`config.mk`:
```
export PLATFORM = sky130hd
export DESIGN_NAME = text_cursor_writer_flat
export DESIGN_NICKNAME = d
export VERILOG_FILES = /design/src/rtl/text_cursor_writer_pkg.sv /design/src/rtl/text_cursor_writer_if.sv /design/src/rtl/text_cursor_pos.sv /design/src/rtl/text_cursor_writer.sv /design/src/flat_wrapper.sv
export SDC_FILE = /design/constraint.sdc
export NUM_CORES = 1
export LEC_CHECK = 0
export CORE_MARGIN = 2
export CORE_UTILIZATION = 40
export CTS_CLUSTER_SIZE = 24
export DETAILED_ROUTE_END_ITERATION = 7
export PLACE_DENSITY_LB_ADDON = 0.1
export SYNTH_ARGS = -nofsm -noshare
export SYNTH_HDL_FRONTEND = slang
export SYNTH_SLANG_ARGS = --single-unit
```
`constraint.sdc`:
```
create_clock -name clock -period 4.1 [get_ports clock]
set_input_delay 0.41 -clock clock [delete_from_list [all_inputs] [get_ports clock]]
set_output_delay 0.41 -clock clock [all_outputs]
set_load 0.02 [all_outputs]
```
`src/rtl/text_cursor_writer_pkg.sv`:
```
// text_cursor_writer_pkg
// Shared definitions for the text cursor writer: default plane geometry,
// control-code values, default blank/cursor glyph IDs, the writer FSM state
// enum and the cursor-position operation codes.
package text_cursor_writer_pkg;

  // Plane geometry defaults
  localparam int DEF_ROW_NUMBER     = 15;
  localparam int DEF_COL_NUMBER     = 40;
  localparam int DEF_CHAR_ID_LENGTH = 8;
  localparam int DEF_ROW_BIT_LEN    = 4;
  localparam int DEF_COL_BIT_LEN    = 6;

  // Glyph IDs
  localparam int DEF_BLANK_CHAR  = 0;
  localparam int DEF_CURSOR_CHAR = 129;

  // Control codes recognised in the byte stream
  localparam logic [7:0] CODE_LF = 8'h0A;  // newline
  localparam logic [7:0] CODE_CR = 8'h0D;  // carriage return
  localparam logic [7:0] CODE_BS = 8'h08;  // backspace
  localparam logic [7:0] CODE_FF = 8'h0C;  // form feed (clear screen)

  typedef enum logic [2:0] {
    INIT, IDLE, WRITE, ERASE, MOVE, SCROLL, CLEAR, DRAW
  } state_t;

  // Operations on the cursor position registers
  typedef enum logic [2:0] {
    POS_HOLD, POS_ADVANCE, POS_RETREAT, POS_HOME_COL, POS_HOME_ALL, POS_NEXT_LINE
  } pos_op_t;

  // Command class of an accepted byte
  typedef enum logic [2:0] {
    CMD_PRINT, CMD_LF, CMD_CR, CMD_BS, CMD_FF
  } cmd_t;

  // Classify a byte; caller zero-extends the character ID to 32 bits.
  function automatic cmd_t decode_byte(input logic [31:0] b);
    if (b == 32'(CODE_LF)) return CMD_LF;
    if (b == 32'(CODE_CR)) return CMD_CR;
    if (b == 32'(CODE_BS)) return CMD_BS;
    if (b == 32'(CODE_FF)) return CMD_FF;
    return CMD_PRINT;
  endfunction

endpackage

```
`src/rtl/text_cursor_writer_if.sv`:
```
// text_cursor_writer_if
// Bundles the byte-stream handshake (char_in/char_valid/char_ready), the
// character-plane write port (wr_data/wr_row/wr_col/wr_en/wr_push_up) and the
// cursor position report (cursor_row/cursor_col).
//   slave  : the writer (consumes bytes, drives the write port)
//   master : the byte source / plane side
interface text_cursor_writer_if
  import text_cursor_writer_pkg::*;
#(
  parameter int CHAR_ID_LENGTH = DEF_CHAR_ID_LENGTH,
  parameter int ROW_BIT_LEN    = DEF_ROW_BIT_LEN,
  parameter int COL_BIT_LEN    = DEF_COL_BIT_LEN
) ();

  logic [CHAR_ID_LENGTH-1:0] char_in;
  logic                      char_valid;
  logic                      char_ready;
  logic [CHAR_ID_LENGTH-1:0] wr_data;
  logic [ROW_BIT_LEN-1:0]    wr_row;
  logic [COL_BIT_LEN-1:0]    wr_col;
  logic                      wr_en;
  logic                      wr_push_up;
  logic [ROW_BIT_LEN-1:0]    cursor_row;
  logic [COL_BIT_LEN-1:0]    cursor_col;

  modport slave (
    input  char_in, char_valid,
    output char_ready, wr_data, wr_row, wr_col, wr_en, wr_push_up,
           cursor_row, cursor_col
  );

  modport master (
    output char_in, char_valid,
    input  char_ready, wr_data, wr_row, wr_col, wr_en, wr_push_up,
           cursor_row, cursor_col
  );

endinterface

```
`src/rtl/text_cursor_pos.sv`:
```
// text_cursor_pos
// Cursor row/column registers. One operation per cycle:
//   advance   : col+1, wrapping to col 0 of the next row
//   retreat   : col-1, wrapping to the last col of the previous row; holds at (0,0)
//   home-col  : col <- 0
//   home-all  : (0,0)
//   next-line : col <- 0, row+1
// The row never passes the last row; scrolling is the caller's job.
// Ports: clock, reset (async, active-high), op, row, col,
//        last_row, last_col, at_origin (status flags).
module text_cursor_pos
  import text_cursor_writer_pkg::*;
#(
  parameter int ROW_NUMBER  = DEF_ROW_NUMBER,
  parameter int COL_NUMBER  = DEF_COL_NUMBER,
  parameter int ROW_BIT_LEN = DEF_ROW_BIT_LEN,
  parameter int COL_BIT_LEN = DEF_COL_BIT_LEN
) (
  input  logic                   clock,
  input  logic                   reset,
  input  pos_op_t                op,
  output logic [ROW_BIT_LEN-1:0] row,
  output logic [COL_BIT_LEN-1:0] col,
  output logic                   last_row,
  output logic                   last_col,
  output logic                   at_origin
);

  localparam logic [ROW_BIT_LEN-1:0] ROW_LAST = ROW_BIT_LEN'(ROW_NUMBER - 1);
  localparam logic [COL_BIT_LEN-1:0] COL_LAST = COL_BIT_LEN'(COL_NUMBER - 1);

  assign last_row  = (row == ROW_LAST);
  assign last_col  = (col == COL_LAST);
  assign at_origin = (row == '0) && (col == '0);

  always_ff @(posedge clock or posedge reset) begin
    if (reset) begin
      row <= '0;
      col <= '0;
    end else begin
      case (op)
        POS_ADVANCE: begin
          if (last_col) begin
            col <= '0;
            if (!last_row) row <= row + ROW_BIT_LEN'(1);
          end else begin
            col <= col + COL_BIT_LEN'(1);
          end
        end
        POS_RETREAT: begin
          if (col != '0) begin
            col <= col - COL_BIT_LEN'(1);
          end else if (row != '0) begin
            row <= row - ROW_BIT_LEN'(1);
            col <= COL_LAST;
          end
        end
        POS_HOME_COL: col <= '0;
        POS_HOME_ALL: begin
          row <= '0;
          col <= '0;
        end
        POS_NEXT_LINE: begin
          col <= '0;
          if (!last_row) row <= row + ROW_BIT_LEN'(1);
        end
        default: ;
      endcase
    end
  end

endmodule

```
`src/rtl/text_cursor_writer.sv`:
```
// text_cursor_writer
// Converts a byte stream of character IDs and control codes into single-cycle
// write / scroll / clear commands for the character plane, and owns the text
// cursor (wrap, newline, return, backspace, scroll, clear-screen).
// Ports:
//   clock, reset      : single clock, asynchronous active-high reset
//   bus (slave)       : char_in/char_valid/char_ready byte handshake,
//                       wr_data/wr_row/wr_col/wr_en/wr_push_up plane port,
//                       cursor_row/cursor_col current cursor position
// Build option:
//   CURSOR_EN : when defined, a cursor glyph is drawn at the cursor position;
//               moves erase the old cell first and DRAW the glyph afterwards.
// All plane outputs are decoded from registered state, so an async reset
// silences the write port immediately.
module text_cursor_writer
  import text_cursor_writer_pkg::*;
#(
  parameter int ROW_NUMBER     = DEF_ROW_NUMBER,
  parameter int COL_NUMBER     = DEF_COL_NUMBER,
  parameter int CHAR_ID_LENGTH = DEF_CHAR_ID_LENGTH,
  parameter int ROW_BIT_LEN    = DEF_ROW_BIT_LEN,
  parameter int COL_BIT_LEN    = DEF_COL_BIT_LEN,
  parameter int BLANK_CHAR     = DEF_BLANK_CHAR,
  parameter int CURSOR_CHAR    = DEF_CURSOR_CHAR
) (
  input  logic                 clock,
  input  logic                 reset,
  text_cursor_writer_if.slave  bus
);

`ifdef CURSOR_EN
  localparam bit CURSOR_ON = 1'b1;
`else
  localparam bit CURSOR_ON = 1'b0;
`endif

  localparam logic [ROW_BIT_LEN-1:0]    ROW_LAST = ROW_BIT_LEN'(ROW_NUMBER - 1);
  localparam logic [COL_BIT_LEN-1:0]    COL_LAST = COL_BIT_LEN'(COL_NUMBER - 1);
  localparam logic [CHAR_ID_LENGTH-1:0] BLANK    = CHAR_ID_LENGTH'(BLANK_CHAR);
  localparam logic [CHAR_ID_LENGTH-1:0] GLYPH    = CHAR_ID_LENGTH'(CURSOR_CHAR);
  // Where every command lands once the cursor is settled
  localparam state_t SETTLE = CURSOR_ON ? DRAW : IDLE;
  // First step of a command that moves the cursor without writing its cell
  localparam state_t MOVE_ENTRY = CURSOR_ON ? ERASE : MOVE;

  state_t                    state, state_n;
  cmd_t                      cmd_q, cmd_in;
  logic [CHAR_ID_LENGTH-1:0] data_q;
  logic [ROW_BIT_LEN-1:0]    clr_row;
  logic [COL_BIT_LEN-1:0]    clr_col;
  logic                      accept, clr_step;
  pos_op_t                   pos_op;

  logic [ROW_BIT_LEN-1:0]    row;
  logic [COL_BIT_LEN-1:0]    col;
  logic                      last_row, last_col, at_origin;

  logic                      ready;
  logic                      wr_en, wr_push_up;
  logic [ROW_BIT_LEN-1:0]    wr_row;
  logic [COL_BIT_LEN-1:0]    wr_col;
  logic [CHAR_ID_LENGTH-1:0] wr_data;

  text_cursor_pos #(
    .ROW_NUMBER  (ROW_NUMBER),
    .COL_NUMBER  (COL_NUMBER),
    .ROW_BIT_LEN (ROW_BIT_LEN),
    .COL_BIT_LEN (COL_BIT_LEN)
  ) u_pos (
    .clock     (clock),
    .reset     (reset),
    .op        (pos_op),
    .row       (row),
    .col       (col),
    .last_row  (last_row),
    .last_col  (last_col),
    .at_origin (at_origin)
  );

  assign cmd_in = decode_byte(32'(bus.char_in));

  always_ff @(posedge clock or posedge reset) begin
    if (reset) state <= INIT;
    else       state <= state_n;
  end

  // Latched command/byte and the clear-screen scan address
  always_ff @(posedge clock or posedge reset) begin
    if (reset) begin
      cmd_q   <= CMD_PRINT;
      data_q  <= '0;
      clr_row <= '0;
      clr_col <= '0;
    end else begin
      if (accept) begin
        cmd_q   <= cmd_in;
        data_q  <= bus.char_in;
        clr_row <= '0;
        clr_col <= '0;
      end else if (clr_step) begin
        if (clr_col == COL_LAST) begin
          clr_col <= '0;
          clr_row <= clr_row + ROW_BIT_LEN'(1);
        end else begin
          clr_col <= clr_col + COL_BIT_LEN'(1);
        end
      end
    end
  end

  always_comb begin
    state_n    = state;
    pos_op     = POS_HOLD;
    accept     = 1'b0;
    clr_step   = 1'b0;
    ready      = 1'b0;
    wr_en      = 1'b0;
    wr_push_up = 1'b0;
    wr_row     = '0;
    wr_col     = '0;
    wr_data    = '0;
    case (state)
      INIT: state_n = SETTLE;
      IDLE: begin
        ready = 1'b1;
        if (bus.char_valid) begin
          accept = 1'b1;
          case (cmd_in)
            CMD_LF, CMD_CR: state_n = MOVE_ENTRY;
            // Backspace at the origin has nothing to do
            CMD_BS:         state_n = at_origin ? IDLE : MOVE_ENTRY;
            CMD_FF:         state_n = CLEAR;
            default:        state_n = WRITE;
          endcase
        end
      end
      WRITE: begin
        wr_en  = 1'b1;
        wr_row = row;
        wr_col = col;
        if (cmd_q == CMD_BS) begin
          // Blanking the cell a backspace moved onto; cursor already moved
          wr_data = BLANK;
          state_n = IDLE;
        end else begin
          wr_data = data_q;
          if (last_row && last_col) begin
            pos_op  = POS_HOME_COL;
            state_n = SCROLL;
          end else begin
            pos_op  = POS_ADVANCE;
            state_n = SETTLE;
          end
        end
      end
      ERASE: begin
        wr_en   = 1'b1;
        wr_row  = row;
        wr_col  = col;
        wr_data = BLANK;
        state_n = MOVE;
      end
      MOVE: begin
        state_n = SETTLE;
        case (cmd_q)
          CMD_LF: begin
            if (last_row) begin
              pos_op  = POS_HOME_COL;
              state_n = SCROLL;
            end else begin
              pos_op  = POS_NEXT_LINE;
            end
          end
          CMD_CR: pos_op = POS_HOME_COL;
          CMD_BS: begin
            pos_op  = POS_RETREAT;
            // With the cursor glyph, DRAW overwrites the cell anyway
            state_n = CURSOR_ON ? DRAW : WRITE;
          end
          default: ;
        endcase
      end
      SCROLL: begin
        wr_en      = 1'b1;
        wr_push_up = 1'b1;
        wr_row     = ROW_LAST;
        wr_col     = '0;
        wr_data    = BLANK;
        state_n    = SETTLE;
      end
      CLEAR: begin
        wr_en   = 1'b1;
        wr_row  = clr_row;
        wr_col  = clr_col;
        wr_data = BLANK;
        if (clr_row == ROW_LAST && clr_col == COL_LAST) begin
          pos_op  = POS_HOME_ALL;
          state_n = SETTLE;
        end else begin
          clr_step = 1'b1;
        end
      end
      DRAW: begin
        wr_en   = 1'b1;
        wr_row  = row;
        wr_col  = col;
        wr_data = GLYPH;
        state_n = IDLE;
      end
      default: state_n = INIT;
    endcase
  end

  assign bus.char_ready = ready;
  assign bus.wr_en      = wr_en;
  assign bus.wr_push_up = wr_push_up;
  assign bus.wr_row     = wr_row;
  assign bus.wr_col     = wr_col;
  assign bus.wr_data    = wr_data;
  assign bus.cursor_row = row;
  assign bus.cursor_col = col;

endmodule
```
`src/flat_wrapper.sv`:
```
// flat-port wrapper written by rule: the top's interface ports become plain ports
module text_cursor_writer_flat import text_cursor_writer_pkg::*;
#(
  parameter int ROW_NUMBER     = DEF_ROW_NUMBER,
  parameter int COL_NUMBER     = DEF_COL_NUMBER,
  parameter int CHAR_ID_LENGTH = DEF_CHAR_ID_LENGTH,
  parameter int ROW_BIT_LEN    = DEF_ROW_BIT_LEN,
  parameter int COL_BIT_LEN    = DEF_COL_BIT_LEN,
  parameter int BLANK_CHAR     = DEF_BLANK_CHAR,
  parameter int CURSOR_CHAR    = DEF_CURSOR_CHAR
)
  (clock, reset, bus_char_in, bus_char_valid, bus_char_ready, bus_wr_data, bus_wr_row, bus_wr_col, bus_wr_en, bus_wr_push_up, bus_cursor_row, bus_cursor_col);
  text_cursor_writer_if #(.CHAR_ID_LENGTH(CHAR_ID_LENGTH), .ROW_BIT_LEN(ROW_BIT_LEN), .COL_BIT_LEN(COL_BIT_LEN)) bus_i ();
  input  logic clock;
  input  logic reset;
  input wire logic [$bits(bus_i.char_in)-1:0] bus_char_in;
  input wire logic [$bits(bus_i.char_valid)-1:0] bus_char_valid;
  output wire logic [$bits(bus_i.char_ready)-1:0] bus_char_ready;
  output wire logic [$bits(bus_i.wr_data)-1:0] bus_wr_data;
  output wire logic [$bits(bus_i.wr_row)-1:0] bus_wr_row;
  output wire logic [$bits(bus_i.wr_col)-1:0] bus_wr_col;
  output wire logic [$bits(bus_i.wr_en)-1:0] bus_wr_en;
  output wire logic [$bits(bus_i.wr_push_up)-1:0] bus_wr_push_up;
  output wire logic [$bits(bus_i.cursor_row)-1:0] bus_cursor_row;
  output wire logic [$bits(bus_i.cursor_col)-1:0] bus_cursor_col;
  assign bus_i.char_in = bus_char_in;
  assign bus_i.char_valid = bus_char_valid;
  assign bus_char_ready = bus_i.char_ready;
  assign bus_wr_data = bus_i.wr_data;
  assign bus_wr_row = bus_i.wr_row;
  assign bus_wr_col = bus_i.wr_col;
  assign bus_wr_en = bus_i.wr_en;
  assign bus_wr_push_up = bus_i.wr_push_up;
  assign bus_cursor_row = bus_i.cursor_row;
  assign bus_cursor_col = bus_i.cursor_col;
  text_cursor_writer #(.ROW_NUMBER(ROW_NUMBER), .COL_NUMBER(COL_NUMBER), .CHAR_ID_LENGTH(CHAR_ID_LENGTH), .ROW_BIT_LEN(ROW_BIT_LEN), .COL_BIT_LEN(COL_BIT_LEN), .BLANK_CHAR(BLANK_CHAR), .CURSOR_CHAR(CURSOR_CHAR)) u_core (.clock(clock), .reset(reset), .bus(bus_i));
endmodule
```
==> out/qor.yml, run 1 <==
run_status:
  status: "completed"
placement:
  place_congestion: 0.8500
  io_buffers: 41
  post-place-ws_ns: 0.9607
  dp_cells: 411
  hpwl_um: 4709
global_route:
  overflow: 0
  grt_util_met1: 0.2834
  grtUsageTotal: 0.2075
  grt_pass1_wl_um: 10830
  met3_usage: 0.04022
  gr-usage-met2: 0.3323
  grt_pass1_vias: 2290
  antenna_found_initial: 0
  grt_max_degree: 35
  busiest_layer: "met2"
power:
  p_per_area_mw_per_mm2: 603.1
  leakage_nw: 1.306
  power.switching_mw: 0.8039
  p_clk_frac: 0.169
  p_int_mw: 1.028
  peakVddDrop_mv: 0.2954
  power_switching_share: 0.4390
  p_seq_frac: 0.324
  p_comb_frac: 0.506
  power_mw: 1.831
timing:
  max_freq_mhz: 313.0
  post-route-min-period_ns: 3.195
  max_slew_margin: 0.5058
  finalHoldViolCount: 0
  grt_setup_unrepaired: "false"
  layout_setup_ws_ns: 0.9055
  final.period_utilization: 0.7792
  finalSetupTns_ns: 0
  skew_ns: 0.008165
  setup_viol: 0
  tightest_slew_ns: 0.7363
  drv_slew: 0
drt:
  viasPerCell: 5.618
  drt-initial-drc-count: 109
  firstDrtPassIters: 4
  wl_per_cell_um: 15.32
  via_count: 2354
  drc: 0
  finalWirelength_um: 6419
  ant_nets: 0
synthesis:
  synth_compound_area_frac: 0.2215
  syn_nets: 322
  synth_top_family_by_area: "simple AND/OR/NAND/NOR gates"
  synth_xor_area_frac: 0.02138
  synth_ff_type: "dfrtp_1"
  synth_cells: 302
  ys_top_cells_by_area: "dfrtp_1 (35%), nand2_1 (10%), ha_1 (4.1%)"
  synth_top_area_share: 0.3462
  syn_area_mm2: 0.002457
  synth_mux_area_frac: 0.01426
  ys_async_sr_fraction: 1.000
  synthSimpleGateAreaFrac: 0.3014
  ys_warn_count: 0
  synth_cell_types: 61
  synth-edff-count: 0
  synth_fa_ha_area_frac: 0.04888
  seq_area_frac_synth: 0.3462
  synth_most_common_cell: "nand2_1"
  synth_top_area_cell: "dfrtp_1"
  synthTopCellsByCount: "nand2_1 (67), dfrtp_1 (34), nor2_1 (24), o21ai_0 (16), inv_1 (13)"
  synth.avg_cell_area_um2: 8.137
  synth-seq-cells: 34
floorplanning:
  initial_core_util: 0.4150
  io_pins: 42
  coreArea_mm2: 0.005921
  die-area_mm2: 0.006786
  die_h_um: 82.38
  die_width_um: 82.38
  rows: 28
setup_path:
  path_depth: 14
  critPathTopFamily: "compound AO/OA/AOI/OAI gates"
  path_cells: "ha_1 -> nand2_2 -> nor4b_4 -> a21boi_2 -> nor2_1 -> nand2_2 -> inv_2 -> ha_1 -> a21o_1 -> a21oi_1 -> nor3_1 -> o21ai_0 -> a41oi_1 -> a31o_1"
  reg2reg_from: "u_core.u_pos.col[0]$_DFFE_PP0P_"
  slowest_stage: "dfrtp_1"
  start_kind: "register"
  cp.arrival_ns: 3.38
  crit_start: "u_core.u_pos.col[0]$_DFFE_PP0P_"
  endpoint_kind: "register"
  crit_required_ns: 4.29
  slowest_delay_ns: 0.49
  reg2reg_depth: 14
  criticalPathCategory: "reg -> reg"
  path_max_fanout: 9
  path_buf_inv: 1
layout:
  nNetsFinal: 363
  final_core_util: 0.5129
  nFillCells: 587
  num_antenna_cells: 0
  multi_input_area_mm2: 0.001493
  synthToLayoutAreaGrowth_pct: 23.57
  drive_above_1_share: 0.07558
  layout.cells.non_filler: 419
  seq_area_um2: 850.8
clocking:
  cts_resized: 0
  root_buffer: "clkbuf_8"
  cts.htree.levels: 2
  cts_made_buffers: 5
  cts_tree: "built"
  path_clk_slew_ns: 0.07
  clk_path_buf_depth: 2
  postCtsSetupBuffers: 0
  cts_hold_repair.buffers: 0
  clock_latency_ns: 0.29
  clock-sinks: 34
hold_path:
  min-delay-start: "u_core.data_q[3]$_DFFE_PP0P_"
  hold_path.class: "reg -> reg"
  hold_path_depth: 2
job:
  max_cap_viol_count: 0
final timing paths:
| kind | endpoint | slack [ns] |
|---|---|---|
| setup / recovery | u_core.u_pos.row[3]$_DFFE_PP0P_ | 0.91 |
| hold / removal | u_core.data_q[3]$_DFFE_PP0P_ | 0.48 |
| setup reg to reg | u_core.u_pos.row[3]$_DFFE_PP0P_ | 0.91 |
| hold reg to reg | u_core.data_q[3]$_DFFE_PP0P_ | 0.48 |
| max in group asynchronous | u_core.u_pos.col[3]$_DFFE_PP0P_ | 3.26 |
| min in group asynchronous | u_core.data_q[4]$_DFFE_PP0P_ | 0.52 |
cell families after synthesis:
group / count (synthesis)
buffers and inverters: 25
DFF: 34
AOI/OAI and AO/OA: 78
muxes: 3
adders and majority gates: 9
and+or+nand+nor: 147
xor gates and xnor gates: 6
sequential cells by signal (all words and copies together) (netlist names):
name and count:
u_core.u_pos.col 6, u_core.clr_col 6, u_core.u_pos.row 4, u_core.data_q 8, u_core.clr_row 4, u_core.state 3, u_core.cmd_q 3
metrics by stage:
stage	cell area (um^2)	hold slack [ns]
2_1_floorplan	2457	0.4374
3_3_place_gp	2930	0.4520
3_5_place_dp	2930	0.4623
4_1_cts	3037	0.4804
5_1_grt	3037	0.5072
6_report	3037	0.4752
cell type report:
type / instances / share of cell area
multi-input cells: 243 / 0.4916
flip-flops and latches: 34 / 0.2802
repair buffers: 45 / 0.1450
well taps: 75 / 0.03090
clock buffers: 7 / 0.02513
inverters: 14 / 0.01731
clock inverters: 1 / 0.009889
tightest hold or removal path, delay by kind of cell (launching register included):
family	cells	cell delay, ns
simple gates	2	0.11
flops	1	0.34
layer usage:
metal  vias to the layer above  wire length (um)
met1                      1128              3096
met5                         -                 0
met2                        63              2980
met3                         6               270
li1                       1157                 -
met4                         0                72
cell usage in the layout, fill, tap and decap left out, types with 5 or more instances in the layout:
cell and n:
a21oi_1 10, nor3_1 9, o21ai_0 16, ha_1 8, nand3_1 7, xor2_1 5
and2_1 9, dfrtp_1 34, nand2_1 67, a21boi_0 9, nor2_1 24, clkbuf_8 5
clkdlybuf4s50_1 41, a22o_1 7, inv_1 13
power by group through the flow:
| stage | registers (mW) | clock network [mW] | logic, mW |
|---|---|---|---|
| after floorplan | 0.576 | 0 | 0.607 |
| after global placement | 0.595 | 0 | 0.926 |
| after CTS | 0.594 | 0.314 | 0.932 |
| final | 0.594 | 0.310 | 0.928 |
| after detailed placement | 0.599 | 0 | 0.926 |
| after global routing | 0.617 | 0.332 | 1.03 |
Power figures use the tool's default switching activity.
==> run 2: changes to the inputs <==
clock period = 2.7 ns   (was 4.1 ns; I/O delays follow)
==> run 2 against run 1 <==
Effect of this change:
- sequential cell count is the same
- non-clock buffer count is 25 higher
- clock power grew 18%
- largest power group unchanged
- design area increased by 6.6%
- die area unchanged
- worst hold slack worse by 0.092 ns
- count of clock-buffer cells in the layout down 1
- critical path depth decreased by 2
- combinational power up 89%
- fmax grew 22%
==> out/qor.yml, run 2 (same netlist as run 1, synthesis figures left out) <==
floorplanning:
  die_h_um: 82.38  # unchanged
  rows: 28  # unchanged
  io_pins: 42  # unchanged
  initial_core_util: 0.4150  # unchanged
  die_width_um: 82.38  # unchanged
  die-area_mm2: 0.006786  # unchanged
  coreArea_mm2: 0.005921  # unchanged
drt:
  wl_met3_um: 334  # +24%
  viasPerCell: 5.553  # -1.2%
  wl_per_cell_um: 15.36  # +0.24%
  route.met2.wl_um: 3177  # +6.6%
  ant_nets: 0  # unchanged
  via_count: 2460  # +4.5%
  finalWirelength_um: 6803  # +6.0%
  top_layer: "met4"
  wl_met1_um: 3219  # +4.0%
  drt-initial-drc-count: 144  # +32%
  drc: 0  # unchanged
  firstDrtPassIters: 4  # unchanged
timing:
  final.period_utilization: 0.9726  # +0.1934
  setup_viol: 0  # unchanged
  max_slew_margin: 0.5405  # +0.03467
  tightest_slew_ns: 0.6840  # -0.05233 ns
  max_freq_mhz: 380.8  # +22%
  post-route-min-period_ns: 2.626  # -0.5686 ns
  skew_ns: 0.005703  # -0.002462 ns
  grt_setup_unrepaired: "true"
  drv_slew: 0  # unchanged
  finalHoldViolCount: 0  # unchanged
  fin_hold_ws_ns: 0.3833  # -0.09191 ns
clocking:
  cts.htree.levels: 2  # unchanged
  clk_path_buf_depth: 2  # unchanged
  cts_hold_repair.buffers: 0  # unchanged
  root_buffer: "clkbuf_8"
  clock-sinks: 34  # unchanged
  path_clk_slew_ns: 0.07  # about the same
  clock_latency_ns: 0.29  # about the same
  cts_made_buffers: 5  # unchanged
  cts_tree: "built"
layout:
  mostFrequentLayoutCells: "nand2_1 (67), clkdlybuf4s50_1 (41), dfrtp_1 (31), buf_4 (29), nor2_1 (23)"
  final_cell_area_mm2: 0.003237  # +6.6%
  nNetsFinal: 388  # +6.9%
  final_core_util: 0.5467  # +0.03381
  final_common_cell: "nand2_1"
  reg.largest.list: "u_core.data_q: 8 flops, u_core.clr_col: 6 flops, u_core.u_pos.col: 6 flops"
  synthToLayoutAreaGrowth_pct: 31.72
  regMostFlops: "u_core.data_q"
  num_antenna_cells: 0  # unchanged
  layout.cells.non_filler: 443  # +5.7%
  largest_reg_flops: 8  # unchanged
  drive_above_1_share: 0.1630  # +0.08746
setup_path:
  critPathTopFamily: "compound AO/OA/AOI/OAI gates"
  path_cells: "buf_4 -> a211o_1 -> or2_4 -> nand2_2 -> inv_2 -> ha_1 -> a21o_1 -> a21oi_2 -> nor3_1 -> o21ai_0 -> a41oi_1 -> a31o_1"
  path_depth: 12  # -2
  rrSetupSlack_ns: 0.07  # -0.83 ns
  cp.arrival_ns: 2.80  # -0.58 ns
  path_max_fanout: 12  # +3
  crit_required_ns: 2.88  # -1.41 ns
  slowest_stage: "dfrtp_2"
  worstReg2RegEnd: "u_core.u_pos.row[3]$_DFFE_PP0P_"
  start_kind: "register"
  criticalPathCategory: "reg -> reg"
  path_buf_inv: 2  # +1
  slowest_delay_ns: 0.45  # -0.04 ns
  reg2reg_depth: 12  # -2
  endpoint_kind: "register"
  crit_start: "u_core.state[0]$_DFFE_PP0P_"
  reg2reg_from: "u_core.state[0]$_DFFE_PP0P_"
  crit_end: "u_core.u_pos.row[3]$_DFFE_PP0P_"
global_route:
  grt_pass1_vias: 2355  # +2.8%
  antenna_found_initial: 0  # unchanged
  overflow: 0  # unchanged
  grtUsageTotal: 0.2163  # +0.008820
  grt_max_degree: 35  # unchanged
  grt_pass1_wl_um: 11340  # +4.7%
power:
  leakage_nw: 1.419  # +8.6%
  p_per_area_mw_per_mm2: 891.3  # +48%
  peakVddDrop_mv: 0.4892  # +66%
  power_mw: 2.885  # +58%
placement:
  dpl_cell_area_mm2: 0.003110  # +6.1%
  io_buffers: 41  # unchanged
  dp_cells: 433  # +5.4%
  hpwl_um: 5091  # +8.1%
  place_congestion: 0.8882  # +4.5%
job:
  max_cap_viol_count: 0  # unchanged
hold_path:
  hold_path.class: "in -> async"
run_status:
  status: "completed"
-- run 2: cell types whose count changed in the layout (fill, tap and decap cells not counted), sizes merged --
cell,change
clkinvlp,+1
bufinv,-1
clkbuf,-1
buf,+25
-- run 2: how the worst min path moves through the flow --
stage | startpoint | to | cells after the start
after floorplan | bus_char_in[0] | u_core.data_q[0]$_DFFE_PP0P_ | 2
after global placement | u_core.data_q[6]$_DFFE_PP0P_ | u_core.data_q[6]$_DFFE_PP0P_ | 2
after detailed placement | u_core.data_q[3]$_DFFE_PP0P_ | u_core.data_q[3]$_DFFE_PP0P_ | 2
after CTS | reset | u_core.data_q[5]$_DFFE_PP0P_ | 3
after global routing | reset | u_core.data_q[5]$_DFFE_PP0P_ | 3
final | reset | u_core.data_q[5]$_DFFE_PP0P_ | 3
-- run 2: repair_timing --
item,in CTS,in global routing
setup endpoints to repair,0,2
endpoints found under the hold margin,0,0
setup buffers,0,3
gates resized for setup,0,7
-- run 2: worst register-to-register path, cell delays in order, from the launching register on --
cell     delay, ns
dfrtp_2       0.45
buf_4         0.19
a211o_1       0.31
or2_4         0.27
nand2_2       0.07
inv_2         0.06
ha_1          0.26
a21o_1        0.16
a21oi_2       0.16
nor3_1        0.08
o21ai_0       0.17
a41oi_1       0.13
a31o_1        0.21
-- run 2: final cells by class --
type	instances	area, um^2
inverter	14	52.55
clock inverter	1	7.507
sequential	34	854.6
tap	75	93.84
clock buffer	6	72.57
timing repair buffer	70	628.1
fill	582	2684
multi-input combinational	243	1528
-- run 2: routing by layer --
layer,vias to the layer above,GRT usage
li1,1206,-
met1,1175,0.2957
met2,70,0.3516
met3,9,0.03913
met4,0,0.05667
met5,-,0
-- run 2: power by group --
group | total, mW | internal, mW | switching (mW)
Combinational | 1.75 | 0.770 | 0.977
Sequential | 0.772 | 0.659 | 0.112
Clock | 0.366 | 0.177 | 0.190
Total | 2.89 | 1.61 | 1.28
-- run 2: per-stage QoR --
| stage | TNS [ns] | setup slack (ns) |
|---|---|---|
| finish | 0 | 0.07407 |
| global route | -0.03651 | -0.03651 |
| CTS | 0 | 0.06642 |
| detailed placement | 0 | 0.07033 |
| global placement | 0 | 0.1371 |
| floorplan | 0 | 0.002065 |
